### src/rtl/mmio_responder.sv
// mmio_responder: 16-word MMIO window on the processor data port providing a
// free-running cycle counter with compare/interrupt and an output FIFO that an
// external consumer drains through a valid/ready handshake.
module mmio_responder #(
   parameter logic [15:0] BASE_ADDR  = 16'hFF00,
   parameter int          FIFO_DEPTH = 8
) (
   input  logic        clk,
   input  logic        reset,
   input  logic [15:0] DataAdr,
   input  logic [15:0] writeData,
   input  logic        memwrite,
   output logic [15:0] readData,
   output logic        sel,
   output logic        out_valid,
   output logic [15:0] out_data,
   input  logic        out_ready,
   output logic        irq
);

   localparam int AW = $clog2(FIFO_DEPTH);
   localparam int CW = AW + 1;

   logic [15:0] cycle_q, cycle_d;
   logic [15:0] cmp_q, cmp_d;
   logic        en_q, en_d, ie_q, ie_d;
   logic        match_q, match_d, ovf_q, ovf_d, irq_q;
   logic [AW-1:0] wptr_q, wptr_d, rptr_q, rptr_d;
   logic [CW-1:0] cnt_q, cnt_d;
   logic [15:0] mem_q [FIFO_DEPTH];

   logic [3:0] off;
   logic       wr_en, wr_cycle, wr_cmp, wr_tx, wr_stat, wr_ctrl;
   logic       full, empty, pop, push_acc, match_set;
   logic [15:0] status;

   assign off      = DataAdr[3:0];
   assign sel      = (DataAdr[15:4] == BASE_ADDR[15:4]);
   assign wr_en    = memwrite & sel;
   assign wr_cycle = wr_en & (off == 4'h0);
   assign wr_cmp   = wr_en & (off == 4'h1);
   assign wr_tx    = wr_en & (off == 4'h2);
   assign wr_stat  = wr_en & (off == 4'h3);
   assign wr_ctrl  = wr_en & (off == 4'h4);

   assign full      = (cnt_q == CW'(FIFO_DEPTH));
   assign empty     = (cnt_q == '0);
   assign pop       = ~empty & out_ready;
   // A full FIFO still takes a push when the head leaves in the same cycle.
   assign push_acc  = wr_tx & (~full | pop);
   assign match_set = en_q & (cycle_q == cmp_q);

   // Count field is 4 bits wide; at depth 16 a full FIFO wraps it to 0.
   assign status    = {8'h00, match_q, ovf_q, full, empty, 4'(cnt_q)};

   assign out_valid = ~empty;
   assign out_data  = empty ? 16'h0000 : mem_q[rptr_q];
   assign irq       = irq_q;

   // Next-state for counter, config, sticky flags and FIFO bookkeeping.
   always_comb begin
      cycle_d = cycle_q;
      if (wr_cycle)  cycle_d = writeData;
      else if (en_q) cycle_d = cycle_q + 16'd1;
      cmp_d = wr_cmp ? writeData : cmp_q;
      en_d  = wr_ctrl ? writeData[0] : en_q;
      ie_d  = wr_ctrl ? writeData[1] : ie_q;
      // Sticky flags: a set in the same cycle as a W1C clear wins.
      match_d = match_set | (match_q & ~(wr_stat & writeData[7]));
      ovf_d   = (wr_tx & full & ~pop) | (ovf_q & ~(wr_stat & writeData[6]));
      wptr_d  = push_acc ? wptr_q + AW'(1) : wptr_q;
      rptr_d  = pop ? rptr_q + AW'(1) : rptr_q;
      cnt_d   = cnt_q;
      case ({push_acc, pop})
         2'b10:   cnt_d = cnt_q + CW'(1);
         2'b01:   cnt_d = cnt_q - CW'(1);
         default: cnt_d = cnt_q;
      endcase
   end

   // State registers; reset clears everything without waiting for a clock.
   always_ff @(posedge clk or negedge reset) begin
      if (!reset) begin
         cycle_q <= 16'h0000;
         cmp_q   <= 16'hFFFF;
         en_q    <= 1'b0;
         ie_q    <= 1'b0;
         match_q <= 1'b0;
         ovf_q   <= 1'b0;
         irq_q   <= 1'b0;
         wptr_q  <= '0;
         rptr_q  <= '0;
         cnt_q   <= '0;
      end else begin
         cycle_q <= cycle_d;
         cmp_q   <= cmp_d;
         en_q    <= en_d;
         ie_q    <= ie_d;
         match_q <= match_d;
         ovf_q   <= ovf_d;
         irq_q   <= match_q & ie_q;
         wptr_q  <= wptr_d;
         rptr_q  <= rptr_d;
         cnt_q   <= cnt_d;
      end
   end

   // FIFO storage; contents are don't-care while the count says empty.
   always_ff @(posedge clk) begin
      if (push_acc) mem_q[wptr_q] <= writeData;
   end

   // Combinational register read mux, zero when outside the window.
   always_comb begin
      readData = 16'h0000;
      if (sel) begin
         case (off)
            4'h0:    readData = cycle_q;
            4'h1:    readData = cmp_q;
            4'h3:    readData = status;
            4'h4:    readData = {14'h0000, ie_q, en_q};
            default: readData = 16'h0000;
         endcase
      end
   end

endmodule

### config.mk
export PLATFORM = sky130hd
export DESIGN_NAME = mmio_responder
export DESIGN_NICKNAME = d
export VERILOG_FILES = /design/src/rtl/mmio_responder.sv
export SDC_FILE = /design/constraint.sdc
export NUM_CORES = 1
export LEC_CHECK = 0
export CORE_MARGIN = 1
export CORE_UTILIZATION = 41
export CTS_CLUSTER_DIAMETER = 50
export CTS_CLUSTER_SIZE = 16
export DETAILED_ROUTE_END_ITERATION = 8
export PLACE_DENSITY = 0.75
export SLEW_MARGIN = 20
export SYNTH_ARGS = -nofsm -noshare
export SYNTH_HDL_FRONTEND = slang
export SYNTH_SLANG_ARGS = --single-unit
### constraint.sdc
create_clock -name clk -period 2.9 [get_ports clk]
set_input_delay 0.58 -clock clk [delete_from_list [all_inputs] [get_ports clk]]
set_output_delay 0.58 -clock clk [all_outputs]
set_load 0.01 [all_outputs]
# == Word level (Yosys, flattened, before mapping) ==
# Memories as Yosys holds them, arrays and structs flattened.
# Index checks and enable logic that the tools add are counted.
# word_totals
ff_bits,47
ramBits,128
in_bits,36
out_inout_bits,35
n_memories,1
# classes
add_sub_neg,5
n_eq_ne,9
mux,8
n_bitwise,24
reduce_logical,4
# memory_table
name,depth,word_bits,read_ports,rd_ports_with_merged_regs,wr,line_no,source
mem_q,8,16,1,0,1,30,logic [15:0] mem_q [FIFO_DEPTH];
# op_table
cell,count
$mux W16,4
$pmux W16 S4,1
$add A16 B1 Y16 const B,1
$and A1 B1 Y1,16
$eq A16 B16 Y1,1
$eq A12 B12 Y1 const B,1
$eq A4 B2 Y1 const B,2
$logic_not A4 Y1,2
$pmux W4 S2,1
$add A3 B1 Y3 const B,2
$not A1 Y1,5
$add A4 B1 Y4 const B,1
$eq A4 B1 Y1 const B,1
$eq A4 B3 Y1 const B,1
$eq A4 B4 Y1 const B,1
$reduce_bool A2 Y1,2
$sub A4 B1 Y4 const B,1
$or A1 B1 Y1,3
$eq A2 B1 Y1 const B,1
$eq A2 B2 Y1 const B,1
$mux W1,2

# == Longest topological paths before layout ==
# Gate-level depths: netlist (run 1).
# logic_depth
word_depth,7
mapped_depth,10
depth_no_buf,9

# == Least setup slack after synthesis (run 1) ==
# OpenSTA, ideal clock, no wires.
# synth_timing
path_kind,input-to-reg
startpoint,input DataAdr[5]
endpoint,"memory mem_q[0][0], enable pin"
arrival_time_ns,2.741
required_ns,2.491
slack_ns,-0.250
cell_stages,6
path_buffers,1
cell_sequence,nor4b_2 and4_1 buf_4 and3_1 nand2b_1 nor3_1
# synth_between
elab_chain_len,6
# synth_lines
element,line_no,source
"start, declared",10,"input logic [15:0] DataAdr,"
$eq A12 B12 Y1,38,assign sel = (DataAdr[15:4] == BASE_ADDR[15:4]);
$and A1 B1 Y1,39,assign wr_en = memwrite & sel;
$and A1 B1 Y1,42,assign wr_tx = wr_en & (off == 4'h2);
$and A1 B1 Y1,50,assign push_acc = wr_tx & (~full | pop);
$mux W1,110,if (push_acc) mem_q[wptr_q] <= writeData;
$mux W1 (not written as such),110,
"end, declared",30,
# Every way passes these cells.

# == Final worst setup path (run 1) ==
# layout_timing
startpoint,register rptr_q[0]
endpoint,output out_data[1]
# layout_between
elab_chain_len,2
# layout_lines
element,line_no,source
"start, declared",28,"logic [AW-1:0] wptr_q, wptr_d, rptr_q, rptr_d;"
"start signal, assigned",103,rptr_q <= rptr_d;
$mem_v2 Z8 W16,-,
$mux W16,57,assign out_data = empty ? 16'h0000 : mem_q[rptr_q];
"end, declared",16,"output logic [15:0] out_data,"
# Every way passes these cells.

==> results of run 1 <==
## per-stage QoR
stage | cells | power, mW | hold WS [ns]
6_report | 843 | 6.96 | 0.182
5_1_grt | 843 | 7.25 | 0.231
4_1_cts | 842 | 7.02 | 0.187
3_5_place_dp | 801 | 4.82 | 0.488
3_3_place_gp | 801 | 4.79 | 0.467
2_1_floorplan | 494 | 4.03 | 0.284
## cell families (layout without fill, tap and decap cells)
kind of cell,Yosys count,count (layout),synth area share [%]
buffers and inverters,32,152,1.91
adder cells (fa/ha/maj),4,4,0.654
AND/OR/NAND/NOR,131,131,8.64
flip-flops,175,175,65.8
AO/OA/AOI/OAI,42,42,3.66
XOR/XNOR,38,38,4.35
multiplexers,72,72,15.0
## layout by cell type (no fill, tap or decap), types with 2 or more instances in the layout
cell type        Yosys  final
a21oi_1             20     20
a222oi_1             7      7
a22oi_1              9      9
and2_1               2      2
and3_1               4      3
and4_1               2      2
buf_12               0     12
buf_16               0      2
buf_4                1     33
clkbuf_1            19      3
clkbuf_16            0     17
clkbuf_2             0      7
clkdlybuf4s15_1      0      4
clkdlybuf4s50_1      0     36
clkinv_4             0      3
clkinvlp_4           0      4
dfrtp_1             31     28
dfrtp_2              0      3
dfstp_2             16     16
dlygate4sd2_1        0     20
dlymetal6s2s_1       0      2
edfxtp_1           128    128
ha_1                 4      4
inv_6                0      2
mux2_2              21     21
mux2i_1             19     17
mux2i_2              0      2
mux4_2              32     32
nand2_1             20     20
nand2b_1             3      3
nand3_1             10     10
nand4_1              7      7
nor2_1              62     59
nor2_2               0      3
nor3_1               6      4
nor3_2               0      2
nor4_1               4      4
xnor2_1              9      9
xor2_1              29     29
## report_power, final
part / total [mW] / internal (mW) / switching (mW)
clock: 2.12 / 1.19 / 0.932
sequential: 2.85 / 2.74 / 0.107
combinational: 2.00 / 1.11 / 0.886
## registers in the layout, summed over array words and instances (netlist names)
signal   count
cmp_q       16
ie_q         1
cnt_q        4
ovf_q        1
match_q      1
rptr_q       3
mem_q      128
wptr_q       3
irq          1
cycle_q     16
en_q         1
## repair_timing
action | in CTS | in global routing
cloned | 2 | 0
buffers inserted | 7 | 2
setup endpoints to repair | 32 | 15
pin swaps | 0 | 3
hold buffers | 0 | 0
gates resized for setup | 40 | 24
## routing by layer
layer | wire length, µm | GRT usage [%]
met3 | 971 | 4.63
met4 | 232 | 5.67
met2 | 8990 | 33.1
met1 | 7230 | 23.8
met5 | 0 | 0
## cell usage after synthesis (3+ instances only)
library cell and count:
a21oi_1 20, a222oi_1 7, a22oi_1 9, and3_1 4
buf_2 6, clkbuf_1 19, dfrtp_1 31, dfstp_2 16
edfxtp_1 128, ha_1 4, mux2_2 21, mux2i_1 19
mux4_2 32, nand2_1 20, nand2b_1 3, nand3_1 10
nand4_1 7, nor2_1 62, nor3_1 6, nor4_1 4
xnor2_1 9, xor2_1 29
## worst max path at each step
stage	from	end
floorplan	DataAdr[5]	mem_q[7][0]$_DFFE_PP_
CTS	cnt_q[2]$_DFFE_PN0P_	out_data[8]
detailed placement	DataAdr[0]	readData[11]
finish	rptr_q[0]$_DFFE_PN0P_	out_data[1]
global route	DataAdr[4]	readData[2]
global placement	DataAdr[0]	readData[11]
## worst max-delay path, cell delays in order, from the launching register on
cell	delay, ns
dfrtp_2	0.47
buf_4	0.16
buf_12	0.12
mux4_2	0.50
mux2i_2	0.20
nor2_1	0.06
dlygate4sd2_1	0.28
## cell type report
type | count | area [µm²]
tap | 229 | 287
sequential | 175 | 5040
clock buffer | 20 | 437
timing repair buffer | 118 | 1200
inverter | 2 | 7.51
multi-input combinational | 287 | 2500
fill | 1471 | 8560
clock inverter | 12 | 113
==> metrics.md, run 1 <==
| Metric | Value |
|---|---|
| Top fanout value on the critical path | 6 |
| Port Buffers | 70 |
| Warnings from Yosys | 0 |
| Nature of the critical path startpoint | register |
| Detail-routed via count per cell | 5.56 |
| Remaining routing DRC violations | 5 |
| TritonCTS clock tree | built |
| Number of iterations in the first detailed-routing pass | 9 |
| Leading register cell type out of synthesis | edfxtp_1 |
| Unrepaired setup endpoints after global routing | no |
| DRT iter0 DRCs | 413 |
| Post-Syn Instances | 494 |
| CTS Buf Count | 17 |
| Register-to-register setup slack | 0.40 ns |
| CTS sink cnt | 175 |
| Share of cells above drive strength 1 | 28.2% |
| CTS HTree Levels | 4 |
| Total vias in the final route | 4691 |
| Result of the run | finished, violations left |
| Leakage power of the design | 3.41 nW |
| Clock tree root buffer cell | clkbuf_16 |
| Gp weighted congestion | 0.840 |
| Worst IR Drop VDD | 0.477 mV |
| Hold Vio Cnt, Final | 0 |
| Power per Cell Area | 726 mW/mm² |
| Hold Crit Class | in2async |
| Chip height | 139 µm |
| Pin slew with the least headroom to its limit | 0.660 ns |
| Post-DP HPWL | 11300 µm |
| Kind of critical path | reg2out |
| Fin Clk Skew | 0.00718 ns |
| Post-synth ARST share | 26.9% |
| Number of synthesized flops with an enable pin | 128 |
| Global-route wire length before repair | 27200 µm |
| Mean area per synthesized cell | 15.5 µm² |
| Max-cap viol count | 0 |
| Critical Path End Type | output pin |
| Arrival time of the worst setup path | 2.22 ns |
| CTS max path bufs | 2 |
| Distinct cells, synth | 46 |
| Clk pin slew, worst setup/hold paths | 0.07 ns |
| Floorplan die area | 0.0192 mm² |
| Placed instance area | 0.00894 mm² |
| Post-route fraction of the period consumed by the critical path | 96.7% |
| Aggregate global-route resource usage | 19.1% |
| Largest net degree at the start of global routing | 33 |
| Total negative slack for setup checks | 0 ns |
| Max Freq | 0.357 GHz |
| DRT antenna net count | 0 |
| Area of all placed cells without fillers | 0.00959 mm² |
| CP Data Required Time | 2.32 ns |
| Total number of nets in the final design | 641 |
| Sequential share of the synthesized area | 65.8% |
| Mapped cell area | 0.00766 mm² |
| Number of global-route vias before repair | 4822 |
| Placeable core region | 0.0181 mm² |
| Site Rows | 49 |
| Horiz. Die Dim | 139 µm |
| Overall routed net length | 17400 µm |
| Area growth, synth to finish | 25.2% |
| Number of diodes | 0 |
| Net count after synthesis | 534 |
| Final period demand of the worst path | 2.80 ns |
| Final number of max-transition violations | 0 |
| Final setup viols | 0 |
| Depth of the worst register-to-register path | 11 |
| Top post-synthesis cells by area | edfxtp_1 50%, dfrtp_1 10%, mux4_2 9.4%, dfstp_2 5.5%, xor2_1 3.3% |
| Setup slack after layout | 0.0955 ns |
| Placement Setup Slack | -0.300 ns |
| Fraction of post-synthesis cell area in the top cell type by area | 50.2% |
| Violations in the final reports | DRC |
| Effective utilization at floorplan | 42.2% |
| Most area-hungry cell type in the Yosys netlist | edfxtp_1 |
| Total of flip-flops plus latches after synthesis | 175 |
| Worst R2R Start | cnt_q[0]$_DFFE_PN0P_ |
| Worst relative slew slack | 56.0% |
| Num ports | 71 |
| Total grt overflow | 0 |
| Reg-to-Reg End | cnt_q[2]$_DFFE_PN0P_ |
| Detailed-route wire length per cell | 20.7 µm |
| Number of antenna violations at the first check in global routing | 0 |
| Final core utilization | 52.8% |
| Clock insertion delay at the later pin of the skew report | 0.42 ns |
No activity file was read; power rests on OpenSTA's default activity.
==> run 2: changes to the inputs <==
- CTS_CLUSTER_DIAMETER: 50 -> unset
==> results of run 2 <==
Same layout as run 1: the final DEF is identical, and so are final timing and power.
==> run 3: changes to the inputs <==
- ABC_CLOCK_PERIOD_IN_PS: unset -> 2900
==> results of run 3 <==
Same layout as run 1: the final DEF is identical, and so are final timing and power.
==> RTL edit, RTL diff (flow settings as in run 3) <==
Change the parameter `FIFO_DEPTH` from 8 to 16.
--- a/src/rtl/mmio_responder.sv
+++ b/src/rtl/mmio_responder.sv
@@ -3,7 +3,7 @@
 // external consumer drains through a valid/ready handshake.
 module mmio_responder #(
    parameter logic [15:0] BASE_ADDR  = 16'hFF00,
-   parameter int          FIFO_DEPTH = 8
+   parameter int          FIFO_DEPTH = 16
 ) (
    input  logic        clk,
    input  logic        reset,
Formal check against the unedited RTL: same outputs for any inputs over 4 cycles, from zero or initial values and one cycle with reset low; that may be too few to reach the edited logic, so the function may still have changed.
==> RTL edit against run 3 <==
The run ends with negative setup slack left. Total power is 86% higher. Clock power is 96% higher. Combinational power is 92% higher. Via count is 49% higher. Die area is 65% higher. Sequential cell count is 131 higher. Worst setup slack worse by 0.45 ns. Final area is 66% higher. Wire length is 64% higher. Fmax is 14% lower. Count of clock-buffer cells in the layout is 17 higher. Synthesized area is 66% higher.
==> RTL edit: results (changes against run 3) <==
The detailed placement HPWL came to 17.2 mm (+52%). The buffer levels on the longest clock path came out at 3 (+1). The largest net degree at the start of global routing is 37 (+12%). The setup violation total in the final timing report came out at 18 (+18). The post-route clock skew is 0.0252 ns (+0.0180 ns). The complex-gate fraction of the synthesized area is 0.0240 (-0.0126). The detailed-route vias per instance is 5.55 (-0.30%).

The wire length per cell was 22.8 um (+10%). The number of nets produced by synthesis came out at 728 (+36%). The first-pass iteration count of the detailed router came to 5 (-4). The worst register-to-register path ends at cnt_q[4]. The global-route wire length before repair was 44.2 mm (+62%).

The setup slack on the worst flop-to-flop path came out at 0.47 ns (+0.07 ns). The number of buffers inserted by post-CTS setup repair came out at 17 (+10). The total track usage came to 0.189 (-0.00226). By area the synthesized netlist is led by sky130_fd_sc_hd__edfxtp_1 60%, sky130_fd_sc_hd__mux4_2 14%, sky130_fd_sc_hd__dfrtp_1 6.7%, sky130_fd_sc_hd__dfstp_2 3.3%, sky130_fd_sc_hd__xor2_1 1.7%. The static leakage is 5.47 nW (+60%). The final worst setup slack was -0.354 ns (-0.449 ns). The largest registers in the layout are mem_q x256, cmp_q x16, cycle_q x16.

The sequential cell area fraction in the yosys report is 0.704 (+0.0456). The number of buffers added by the clock tree synthesis step is 31 (+14). The xor/xnor cell area share of the yosys netlist came out at 0.0282 (-0.0153). The weighted congestion reported at the end of routability-driven placement is 0.799 (-4.8%). The number of nets in the final layout is 883 (+38%). The final-layout worst hold slack came to 0.0713 ns (-0.111 ns). The run finished, with violations left. The worst-margin pin slew is 0.846 ns (+0.186 ns).

The post-synthesis adder-cell area fraction is 0.0104 (+0.00388). The share of cells above drive strength 1 came to 0.325 (+0.0431). The via count of the first global-routing pass came out at 7,338 (+52%).

The arrival time of data at the critical path endpoint came out at 2.67 ns (+0.45 ns). The count of flip-flops with a built-in enable after synthesis came out at 256 (+100%). The number of filler instances in the final layout is 2,401 (+63%). The source of the worst register-to-register timing path is cnt_q[3]. The mux share of post-synthesis cell area is 0.161 (+0.0111). The maximum level of the CTS H-tree is 1 (-3).

The share of async-settable or async-resettable flops after synthesis came out at 0.163 (-0.105). The worst-path maximum fanout came out at 8 (+2). The setup TNS is -5.36 ns (-5.36 ns). The commonest cells after synthesis are 256 x sky130_fd_sc_hd__edfxtp_1, 80 x sky130_fd_sc_hd__mux4_2, 38 x sky130_fd_sc_hd__nor2_1. The checks that failed: negative setup slack.

The worst IR drop on VDD is 532 uV (+11%).
RTL edit: changes by cell type after synthesis, sizes merged, moves of 8 or more:
| cell | before | now |
|---|---|---|
| and2 | 2 | 10 |
| edfxtp | 128 | 256 |
| mux2i | 19 | 1 |
| mux4 | 32 | 80 |
| nor2 | 62 | 38 |
| nor2b | 1 | 17 |
| xnor2 | 9 | 17 |
RTL edit: per-layer routing:
layer  up-vias  global-route usage  part of all wire  wire (um)
met2       277               0.316              0.50      14400
met5         -                   0                 0          0
met3        48              0.0279             0.059       1700
met1      3607               0.259              0.42      11900
met4         0              0.0487             0.023        659
li1       3047                   -                 -          -
RTL edit: final cells by class:
class                      instances  share of cell area
sequential                       306               0.562
inverter                           9             0.00212
timing repair buffer             156               0.108
clock buffer                      37              0.0513
tap                              396              0.0311
clock inverter                    21              0.0163
multi-input combinational        333               0.228
RTL edit: worst max path at each step:
| stage | cells past startpoint | from | to |
|---|---|---|---|
| after floorplan | 6 | DataAdr[0] | mem_q[4][0] |
| after global placement | 6 | DataAdr[0] | readData[0] |
| after detailed placement | 9 | DataAdr[3] | mem_q[5][4] |
| after CTS | 7 | rptr_q[0] | out_data[6] |
| after global routing | 7 | rptr_q[0] | out_data[5] |
| final | 7 | rptr_q[0] | out_data[5] |
RTL edit: per-stage QoR:
step	instances	instance area (um2)	setup slack [ns]
after floorplan	682	12700	-0.150
after CTS	1258	15900	-0.368
final	1258	15900	-0.354
after global placement	1177	14600	-0.145
after detailed placement	1177	14600	-0.198
after global routing	1258	15900	-0.426
RTL edit: power breakdown:
group | switching, mW | leakage, nW | internal [mW] | total [mW]
sequential | 0.104 | 2.82 | 4.85 | 4.95
combinational | 1.59 | 2.12 | 2.24 | 3.83
clock | 1.68 | 0.528 | 2.48 | 4.15
